===== src/rtl/qam_pkg.sv =====
// Shared 16-QAM transmit definitions: baud codes, symbol period lookup and Gray amplitude levels.
package qam_pkg;

  localparam int SAMPLE_W = 32;

  typedef enum logic [1:0] {
    BAUD_2400  = 2'b00,
    BAUD_4800  = 2'b01,
    BAUD_9600  = 2'b10,
    BAUD_19200 = 2'b11
  } baud_e;

  // Symbol period in 76.8 kHz clock cycles.
  function automatic logic [5:0] period_of(baud_e b);
    case (b)
      BAUD_4800:  period_of = 6'd16;
      BAUD_9600:  period_of = 6'd8;
      BAUD_19200: period_of = 6'd4;
      default:    period_of = 6'd32;
    endcase
  endfunction

  function automatic logic [4:0] last_phase(baud_e b);
    logic [5:0] p;
    p = period_of(b) - 6'd1;
    return p[4:0];
  endfunction

  // Last phase of the stuff window (quarter period) that still carries the symbol value.
  function automatic logic [4:0] stuff_last(baud_e b);
    logic [5:0] p;
    p = (period_of(b) >> 2) - 6'd1;
    return p[4:0];
  endfunction

  function automatic int gray_level(logic [1:0] g);
    case (g)
      2'b00:   gray_level = -3;
      2'b01:   gray_level = -1;
      2'b11:   gray_level = 1;
      default: gray_level = 3;
    endcase
  endfunction

endpackage


===== src/rtl/qam16_gray_map.sv =====
// Combinational 16-QAM Gray mapper: I from code[3:2], Q from code[1:0], levels {-3,-1,+1,+3} * AMP.
// Zero latency, no flow control; shared with the receiver slicer model.
module qam16_gray_map
  import qam_pkg::*;
#(
  parameter int OUT_W = SAMPLE_W,
  parameter int AMP   = 8192
) (
  input  logic [3:0]       code,
  output logic [OUT_W-1:0] lvl_i,
  output logic [OUT_W-1:0] lvl_q
);

  always_comb begin
    lvl_i = OUT_W'(gray_level(code[3:2]) * AMP);
    lvl_q = OUT_W'(gray_level(code[1:0]) * AMP);
  end

endmodule


===== src/rtl/qam16_symbol_mapper.sv =====
// Packs a serial bit stream into 16-QAM symbols paced at the selected baud; output one cycle after the boundary.
// bit_ready drops while a full nibble waits behind an occupied hold register; enable low flushes everything.
module qam16_symbol_mapper
  import qam_pkg::*;
#(
  parameter int OUT_W      = SAMPLE_W,
  parameter int AMP        = 8192,
  parameter int ZERO_STUFF = 1
) (
  input  logic             clk,
  input  logic             reset,
  input  logic             enable,
  input  logic [1:0]       baud_rate,
  input  logic             bit_in,
  input  logic             bit_valid,
  output logic             bit_ready,
  output logic [OUT_W-1:0] sym_i,
  output logic [OUT_W-1:0] sym_q,
  output logic             sym_strobe,
  output logic             underflow
);

  logic [4:0]       phase_q, phase_d;
  baud_e            baud_q, baud_d;
  logic [3:0]       sr_q, sr_d;
  logic [2:0]       cnt_q, cnt_d;
  logic [3:0]       hold_q, hold_d;
  logic             hold_vld_q, hold_vld_d;
  logic             started_q, started_d;
  logic [OUT_W-1:0] sym_i_q, sym_i_d;
  logic [OUT_W-1:0] sym_q_q, sym_q_d;
  logic             strobe_q, strobe_d;
  logic             underflow_q, underflow_d;

  logic [OUT_W-1:0] map_i, map_q;
  logic             boundary, transfer, accept;

  qam16_gray_map #(
    .OUT_W (OUT_W),
    .AMP   (AMP)
  ) u_gray_map (
    .code  (hold_q),
    .lvl_i (map_i),
    .lvl_q (map_q)
  );

  always_comb begin
    boundary  = enable && (phase_q == last_phase(baud_q));
    transfer  = (cnt_q == 3'd4) && (!hold_vld_q || boundary);
    bit_ready = enable && ((cnt_q != 3'd4) || transfer);
    accept    = bit_valid && bit_ready;

    phase_d     = phase_q;
    baud_d      = baud_q;
    sr_d        = sr_q;
    cnt_d       = cnt_q;
    hold_d      = hold_q;
    hold_vld_d  = hold_vld_q;
    started_d   = started_q;
    sym_i_d     = sym_i_q;
    sym_q_d     = sym_q_q;
    strobe_d    = 1'b0;
    underflow_d = 1'b0;

    if (!enable) begin
      phase_d    = '0;
      baud_d     = baud_e'(baud_rate);
      cnt_d      = '0;
      hold_vld_d = 1'b0;
      started_d  = 1'b0;
      sym_i_d    = '0;
      sym_q_d    = '0;
    end else begin
      phase_d = boundary ? 5'd0 : phase_q + 5'd1;
      if (boundary) begin
        baud_d = baud_e'(baud_rate);
      end

      if (accept) begin
        sr_d = {sr_q[2:0], bit_in};
      end
      if (transfer) begin
        hold_d = sr_q;
        cnt_d  = accept ? 3'd1 : 3'd0;
      end else if (accept) begin
        cnt_d = cnt_q + 3'd1;
      end

      if (transfer) begin
        hold_vld_d = 1'b1;
      end else if (boundary) begin
        hold_vld_d = 1'b0;
      end

      // The mapper reads the old hold value; a same-cycle transfer only refills it.
      if (boundary) begin
        if (hold_vld_q) begin
          sym_i_d   = map_i;
          sym_q_d   = map_q;
          strobe_d  = 1'b1;
          started_d = 1'b1;
        end else begin
          sym_i_d     = '0;
          sym_q_d     = '0;
          underflow_d = started_q;
        end
      end else if ((ZERO_STUFF != 0) && (phase_q == stuff_last(baud_q))) begin
        sym_i_d = '0;
        sym_q_d = '0;
      end
    end
  end

  always_ff @(posedge clk) begin
    if (reset) begin
      phase_q     <= '0;
      baud_q      <= BAUD_2400;
      sr_q        <= '0;
      cnt_q       <= '0;
      hold_q      <= '0;
      hold_vld_q  <= 1'b0;
      started_q   <= 1'b0;
      sym_i_q     <= '0;
      sym_q_q     <= '0;
      strobe_q    <= 1'b0;
      underflow_q <= 1'b0;
    end else begin
      phase_q     <= phase_d;
      baud_q      <= baud_d;
      sr_q        <= sr_d;
      cnt_q       <= cnt_d;
      hold_q      <= hold_d;
      hold_vld_q  <= hold_vld_d;
      started_q   <= started_d;
      sym_i_q     <= sym_i_d;
      sym_q_q     <= sym_q_d;
      strobe_q    <= strobe_d;
      underflow_q <= underflow_d;
    end
  end

  assign sym_i      = sym_i_q;
  assign sym_q      = sym_q_q;
  assign sym_strobe = strobe_q;
  assign underflow  = underflow_q;

endmodule


===== config.mk =====
export PLATFORM = sky130hd
export DESIGN_NAME = qam16_symbol_mapper
export DESIGN_NICKNAME = d
export VERILOG_FILES = /design/src/rtl/qam_pkg.sv /design/src/rtl/qam16_gray_map.sv /design/src/rtl/qam16_symbol_mapper.sv
export SDC_FILE = /design/constraint.sdc
export NUM_CORES = 1
export LEC_CHECK = 0
export CAP_MARGIN = 20
export CELL_PAD_IN_SITES_DETAIL_PLACEMENT = 0
export CELL_PAD_IN_SITES_GLOBAL_PLACEMENT = 1
export CORE_MARGIN = 10
export CORE_UTILIZATION = 31
export CTS_CLUSTER_SIZE = 8
export DETAILED_ROUTE_END_ITERATION = 10
export GPL_TIMING_DRIVEN = 0
export PLACE_DENSITY = 0.77
export SLEW_MARGIN = 0
export SYNTH_ARGS = -nofsm -noshare
export SYNTH_HDL_FRONTEND = slang
export SYNTH_SLANG_ARGS = --single-unit

===== constraint.sdc =====
create_clock -name clk -period 2.73 [get_ports clk]
set_clock_uncertainty 0.2 [all_clocks]
set_input_delay 0.6825 -clock clk [delete_from_list [all_inputs] [get_ports clk]]
set_output_delay 0.6825 -clock clk [all_outputs]
set_load 0.02 [all_outputs]

---- After elaboration in Yosys (flattened, before gate mapping) ----
Index checks and enable logic that the tools add are counted.
word-level totals
  flip-flop bits (word level) ............. 86
  output and inout bits ................... 67
  logic and storage cells ................. 66
  input port bits ......................... 7
operators by class
  reductions and logical operators ........ 19
  muxes and demuxes ....................... 18
  equal/unequal tests ..................... 12
  $add $sub $neg .......................... 4
  bitwise operators ....................... 2
operators by type and width
  operator                                                                count
  32-bit 2-to-1 mux                                                       5
  19-bit case mux with 3 select lines                                     2
  6-bit case mux with 3 select lines                                      1
  6-bit 2-to-1 mux                                                        2
  5-bit equality test                                                     2
  2-bit equality test (second input constant)                             4
  2-bit by 1-bit equality test with 1-bit output (second input constant)  3
  3-bit 2-to-1 mux                                                        2
  2-bit AND reduction                                                     3
  2-bit nonzero test                                                      3
  3-bit OR reduction                                                      2
  5-bit by 1-bit adder with 5-bit output (second input constant)          1
  4-bit by 1-bit subtractor with 5-bit output (second input constant)     1
  5-bit by 1-bit subtractor with 5-bit output (second input constant)     1
  1-bit logical AND                                                       4
  2-bit logical NOT                                                       2
  1-bit 2-to-1 mux                                                        4
  2-bit 2-to-1 mux                                                        2
  4-bit OR reduction                                                      1
  3-bit by 1-bit adder with 3-bit output (second input constant)          1
  3-bit equality test (second input constant)                             1
  3-bit != test (second input constant)                                   1
  1-bit logical OR                                                        2
  2-bit by 1-bit != test with 1-bit output (second input constant)        1
  other kinds (3)                                                         4

---- Depth between registers and ports, before layout ----
Gate-level depths: netlist of the first run.
  depth in word-level cells ............... 12
  mapped depth ............................ 9
  depth with buffers taken out ............ 7

---- Cells and area by module ----
A second synthesis of the first run with hierarchy kept.
second synthesis, totals
  cells, all modules ...................... 331
  area total of the unflattened synthesis .. 3616.0 µm²
modules (own cells, without submodules)
  module               area each (µm²)  cells an instance  instances  seq. area each (µm²)
  qam16_symbol_mapper  3080.5           259                1          1721.7
  qam16_gray_map       535.5            72                 1          0.0

---- Worst setup path after synthesis of the first run ----
Ideal clock, no wire load.
  path type ............................... register to output
  start point ............................. reg baud_q[0]
  end point ............................... out bit_ready
  setup slack ............................. 0.171 ns
  stages on the path, launching flop included .. 8
  buffers on the path ..................... 1
  data required time ...................... 1.847 ns
  arrival ................................. 1.677 ns
  cell sequence ........................... dfxtp_1 -> buf_2 -> nand2b_1 -> ha_1 -> xor2_1 -> o311ai_2 -> o21ai_2 -> o21a_1
on the way
  cells in the longest elaborated chain, start to end .. 9
  elaborated cells between the ends (all ways) .. 11
  classes of those cells .................. add/sub: 1; eq/ne: 4; mux: 1; reduce/logical: 5
ends and longest elaborated chain
  what                                                                                   line                        text
  start, declared                                                                        qam16_symbol_mapper.sv:24   baud_e baud_q, baud_d;
  start signal, assigned                                                                 qam16_symbol_mapper.sv:129  baud_q <= baud_d;
  2-bit equality test or 2-bit by 1-bit equality test with 1-bit output (tied branches)  qam_pkg.sv:15               case (b)
  6-bit case mux with 3 select lines *                                                   qam_pkg.sv:15
  5-bit by 1-bit subtractor with 5-bit output *                                          qam_pkg.sv:25               p = period_of(b) - 6'd1;
  5-bit equality test *                                                                  qam16_symbol_mapper.sv:48   boundary = enable && (phase_q == last_phase(baud_q));
  1-bit logical AND *                                                                    qam16_symbol_mapper.sv:48
  1-bit logical OR *                                                                     qam16_symbol_mapper.sv:49   transfer = (cnt_q == 3'd4) && (!hold_vld_q || boundary);
  1-bit logical AND *                                                                    qam16_symbol_mapper.sv:49
  1-bit logical OR *                                                                     qam16_symbol_mapper.sv:50   bit_ready = enable && ((cnt_q != 3'd4) || transfer);
  1-bit logical AND *                                                                    qam16_symbol_mapper.sv:50
  end, declared                                                                          qam16_symbol_mapper.sv:16   output logic bit_ready,
Every way passes the cells marked *; elsewhere a longest branch is shown, timed or not.

---- Worst setup path after layout of the first run ----
Same ends and word-level chain as after synthesis.

==> results.yml, run 1 <==
run_status:
  status: "completed"
setup_path:
  crit_type: "flip-flop to output pin"
  r2r_cells: 9
  critical_path_required_ps: 1850
  critical-path-slowest-cell: "dfxtp_2"
  start_kind: "flip-flop"
  regToRegSetupSlack_ps: 410
  setup.worst_path.end_class: "output pin"
  cp_max_fo: 3
  arrival_ps: 1800
  path_buf_inv: 1
  reg2reg_from: "baud_q[0]$_SDFFE_PP0P_"
  path_delay_family: "compound AO/OA/AOI/OAI gates"
  rr_endpoint: "sr_q[2]$_SDFFE_PP0P_"
  path_cells: "nand2b_4 > ha_4 > xor2_2 > o311ai_4 > o21ai_2 > o21a_1 > buf_6"
  slowest_delay_ps: 340
layout:
  diodes: 0
  drive_above_1_share: 0.2955
  final_core_util: 0.4661
  final_nets: 309
  syn2layout_area_growth_pct: 43.87
  nFillCells: 564
clock_network:
  tritoncts: "yes"
  cts_buffers: 3
  clkLatencyLatePin_ps: 270
  clk_pin_slew_ps: 90
  htree_levels: 1
  cts_root_buf: "clkbuf_8"
  clock-sinks: 27
  hold_buffers: 0
  clk_path_buf_depth: 2
global_route:
  grt_pass1_vias: 1314
  grt_pass1_wl_mm: 6.009
  grt_overflow: 0
  antenna_found_initial: 0
  grt_start_max_net_pins: 19
  grtUsageTotal: 0.07833
detailed_routing:
  drtAntennaViolNets: 0
  first_pass_iters: 4
  dr_total_vias: 1454
  vias_per_cell: 4.006
  routed_wl_mm: 3.951
  wl_per_cell_um: 10.88
  drt-initial-drc-count: 20
  drcViolationCount: 0
placement:
  port_buffers: 47
  pre_cts_ws_ps: -481.7
  post-dp-hpwl_mm: 3.119
  place_congestion: 0.7991
floorplan:
  io_pins: 74
  die_area_um2: 9323
  die_x_um: 96.56
  rows: 27
  core_um2: 5608
  start_util: 0.3240
  die_h_um: 96.56
sta:
  grt_setup_unrepaired: "yes"
  tightest_slew_ps: 655.1
  timing.final.ws_setup_ps: 52.07
  slew_viol_final: 0
  slew-limit-headroom: 0.5624
  fin_crit_ps: 2678
  hold_viol: 0
  setup_viol: 0
  post-route-period-util: 0.9809
  fmax_mhz: 373.4
  final.setup.tns_ps: 0
yosys:
  synth_top_area_share: 0.2975
  async_flop_share: 0
  synthDistinctLibCells: 38
  yosysMostFrequentCell: "buf_4"
  ys_ff_latch: 27
  ys_top_cells_by_count: "buf_4, dfxtp_1, nor2_1, nand2b_1, nand3_1"
  synth_edf_count: 0
  ys.warnings.count: 0
  seq_area_frac_synth: 0.2975
  yosys-top-cells-area: "dfxtp_1, buf_4, ha_1, mux2i_1, nand2b_1"
  synthCells: 210
  syn_area_um2: 1817
  postSynthAreaPerCell_um2: 8.651
  yosysTopAreaCell: "dfxtp_1"
  ys.flop_type: "dfxtp_1"
power_and_ir_drop:
  leakage_nw: 1.155
  power.density_nw_per_um2: 290.8
  irDropWorstVdd_mv: 0.3069
min_path:
  min_from: "started_q$_SDFFE_PP0P_"
  hold_depth: 2
  hold_class: "flip-flop to flip-flop"
  hold_end: "underflow$_SDFF_PP0_"
flow_run:
  maxCapViolations: 0
==> kinds of logic after synthesis <==
kind of cell / after synthesis / share of synthesized area
buffers and inverters: 75 / 0.2831
and+or+nand+nor: 53 / 0.1467
AOI/OAI and AO/OA: 28 / 0.1178
xor gates and xnor gates: 6 / 0.02893
other: 1 / 0.002064
muxes: 10 / 0.05510
DFF: 27 / 0.2975
adders and majority gates: 10 / 0.06887
==> worst reg2reg max path, cell delays in order (launching register included) <==
cell and delay, ps:
dfxtp_2 340, nand2b_4 140, ha_4 280, xor2_2 170, o311ai_4 130, buf_4 170
or2_1 230, buf_6 150, a31oi_4 240, mux2i_1 210
==> final cells by class <==
class / instances / area (µm²) / share of cell area
Inverter: 9 / 33.78 / 0.01292
Tap cell: 72 / 90.09 / 0.03447
Sequential cell: 27 / 548.0 / 0.2097
Clock buffer: 4 / 45.04 / 0.01723
Buffer: 64 / 470.5 / 0.1800
Multi-Input combinational cell: 133 / 902.1 / 0.3451
Timing Repair Buffer: 54 / 524.3 / 0.2006
==> metal layers <==
layer | track usage | vias up | share of wire
li1 | - | 775 | -
met2 | 0.1253 | 60 | 0.40
met1 | 0.09539 | 617 | 0.45
met4 | 0.01574 | 0 | 0.0048
met3 | 0.03470 | 2 | 0.15
met5 | 0 | - | 0
==> worst max path at each step <==
stage	start	endpoint	slack [ps]	depth (start not counted)
final	baud_q[0]$_SDFFE_PP0P_	bit_ready	50	7
after global routing	baud_q[0]$_SDFFE_PP0P_	bit_ready	-30	7
after detailed placement	baud_q[0]$_SDFFE_PP0P_	bit_ready	-480	8
after global placement	baud_q[0]$_SDFFE_PP0P_	bit_ready	-480	8
after floorplan	baud_q[0]$_SDFFE_PP0P_	bit_ready	170	7
after CTS	baud_q[0]$_SDFFE_PP0P_	bit_ready	-30	8
==> sequential cells by signal (all words and copies together), names as in the netlist <==
signal / cells
hold_q: 4
started_q: 1
cnt_q: 3
sym_i: 3
hold_vld_q: 1
underflow: 1
phase_q: 5
sym_q: 2
sr_q: 4
baud_q: 2
sym_strobe: 1
==> placed cells by master, fill, tap and decap left out, types with 2 or more instances in the layout <==
cell type / count
buf_4: 66
xnor2_1: 2
nor2_1: 13
clkbuf_1: 3
mux2i_1: 10
ha_1: 9
nand3_1: 11
dfxtp_1: 23
dfxtp_2: 3
nand2b_1: 10
inv_1: 9
nand2_1: 7
or3_1: 3
buf_6: 2
o22ai_1: 5
clkdlybuf4s50_1: 46
o211ai_1: 2
o21ai_0: 4
clkbuf_8: 3
conb_1: 26
a31oi_1: 2
o21a_1: 2
xor2_1: 3
a21oi_1: 5
==> metrics by stage <==
step / std cells / hold WS (ps) / instance area, µm² / power, W
finish: 363 / 266.0 / 2614 / 0.0007602
global route: 363 / 286.4 / 2614 / 0.0008018
CTS: 364 / 256.5 / 2614 / 0.0007676
detailed placement: 354 / 243.6 / 2471 / 0.0005333
global placement: 354 / 238.6 / 2471 / 0.0005332
floorplan: 235 / 222.6 / 1911 / 0.0005121
==> what timing repair did <==
item                       in CTS  in global routing
resized for setup              15                  6
setup endpoints to repair       1                 33
buffers inserted                6                  1
pin swaps                       4                  3
==> report_power, final <==
| part | switching, W | total (W) | internal [W] |
|---|---|---|---|
| Combinational | 0.0000722 | 0.000133 | 0.0000610 |
| Sequential | 0.00000546 | 0.000404 | 0.000398 |
| Clock | 0.000119 | 0.000223 | 0.000104 |
No activity file was read; power rests on OpenSTA's default activity.
==> run 2: changes to the inputs <==
Settings changed: CORE_MARGIN 10 to 1, CTS_CLUSTER_SIZE 8 to 30.
==> results.yml, run 2 (synthesized netlist as in run 1, its figures left out) <==
sta:
  setup_viol: 0
  slew_viol_final: 0
  post-route-period-util: 0.9846
  grt_setup_unrepaired: "yes"
  fin_crit_ps: 2688
  hold_viol: 0
  slew-limit-headroom: 0.5621
  fmax_mhz: 372.0
  tightest_slew_ps: 655.6
  final.setup.tns_ps: 0
  timing.final.ws_setup_ps: 41.98
detailed_routing:
  drtAntennaViolNets: 0
  drcViolationCount: 0
  wl_per_cell_um: 9.273
  routed_wl_mm: 3.357
  drt-initial-drc-count: 54
  dr_total_vias: 1427
  vias_per_cell: 3.942
  first_pass_iters: 4
setup_path:
  slowest_delay_ps: 350
  arrival_ps: 1810
  setup.worst_path.end_class: "output pin"
  critical-path-slowest-cell: "dfxtp_2"
  critical_path_required_ps: 1850
  cp_max_fo: 3
  crit_type: "flip-flop to output pin"
  start_kind: "flip-flop"
  path_cells: "nand2b_4 > ha_4 > xor2_2 > o311ai_4 > o21ai_2 > o21a_1 > buf_6"
layout:
  drive_above_1_share: 0.2897
  syn2layout_area_growth_pct: 43.11
  largest_reg_flops: 5
  top_regs: "phase_q x5, hold_q x4, sr_q x4"
  diodes: 0
  final_core_util: 0.4664
  final_cell_mix: "buf_4, clkdlybuf4s50_1, conb_1, dfxtp_1, nor2_1"
  largest-register: "phase_q"
  nFillCells: 557
  final_common_cell: "buf_4"
  final_nets: 308
floorplan:
  core_um2: 5574
  start_util: 0.3259
  die_x_um: 78.56
  rows: 27
  io_pins: 74
  die_h_um: 78.56
  die_area_um2: 6171
placement:
  place_congestion: 0.7745
  post-dp-hpwl_mm: 2.464
  port_buffers: 47
  pre_cts_ws_ps: -440.5
clock_network:
  clock-sinks: 27
  clk_path_buf_depth: 2
  cts_root_buf: "clkbuf_8"
  hold_buffers: 0
  tritoncts: "yes"
  clkLatencyLatePin_ps: 270
  htree_levels: 1
  cts_buffers: 3
  clk_pin_slew_ps: 90
global_route:
  antenna_found_initial: 0
  grt_overflow: 0
  grt_pass1_wl_mm: 5.595
  grt_start_max_net_pins: 19
  grtUsageTotal: 0.1101
  grt_pass1_vias: 1212
power_and_ir_drop:
  leakage_nw: 1.151
  power.density_nw_per_um2: 292.3
  irDropWorstVdd_mv: 0.2209
min_path:
  hold_class: "flip-flop to flip-flop"
flow_run:
  maxCapViolations: 0
run_status:
  status: "completed"
## run 2: worst max-delay path, delay by kind of cell, from the launching register on
| kind | cells | cell delay [ps] |
|---|---|---|
| AO/OA/AOI/OAI | 3 | 470 |
| adder cells (fa/ha/maj) | 1 | 280 |
| flip-flops | 1 | 350 |
| AND/OR/NAND/NOR | 1 | 140 |
| buffers and inverters | 1 | 110 |
| XOR/XNOR | 1 | 180 |
## run 2: worst paths after layout
kind                            slack, ps  depth (start not counted)                   start                    to
worst min-delay path                  250                          2  started_q$_SDFFE_PP0P_  underflow$_SDFF_PP0_
worst min register to register        250                          2  started_q$_SDFFE_PP0P_  underflow$_SDFF_PP0_
worst max-delay path                   40                          7  baud_q[0]$_SDFFE_PP0P_             bit_ready
worst max register to register        380                          9  baud_q[0]$_SDFFE_PP0P_  sr_q[2]$_SDFFE_PP0P_
## run 2: final cells by class
cell class                 count  area [µm²]  area share
multi-input combinational    133       895.9      0.3446
buffer                        64       470.5      0.1809
timing repair buffer          53       516.7      0.1987
clock buffer                   4       45.04     0.01732
tap                           72       90.09     0.03465
sequential                    27       548.0      0.2108
inverter                       9       33.78     0.01299
## run 2: routing by layer
layer,routed length (µm),GRT usage,up-vias
li1,-,-,772
met1,1594,0.1429,595
met2,1427,0.1791,58
met3,312,0.03256,2
met4,21,0.02222,0
met5,0,0,-
## run 2: where the power goes
| group | switching, W | internal, W |
|---|---|---|
| logic | 0.0000703 | 0.0000608 |
| registers | 0.00000563 | 0.000398 |
| clock network | 0.000120 | 0.000104 |
## run 2: stage by stage
step	instance area, µm²	hold slack (ps)	power, W	instances
floorplan	1911	222.6	0.0005121	235
CTS	2604	254.4	0.0007683	364
detailed placement	2471	240.5	0.0005328	354
finish	2600	254.9	0.0007599	362
global route	2600	279.8	0.0007949	362
global placement	2471	238.5	0.0005330	354
## run 2: repair_timing
item,CTS,global route
pin swaps,4,3
gates resized for setup,14,6
setup endpoints to repair,1,33
setup buffers,6,0
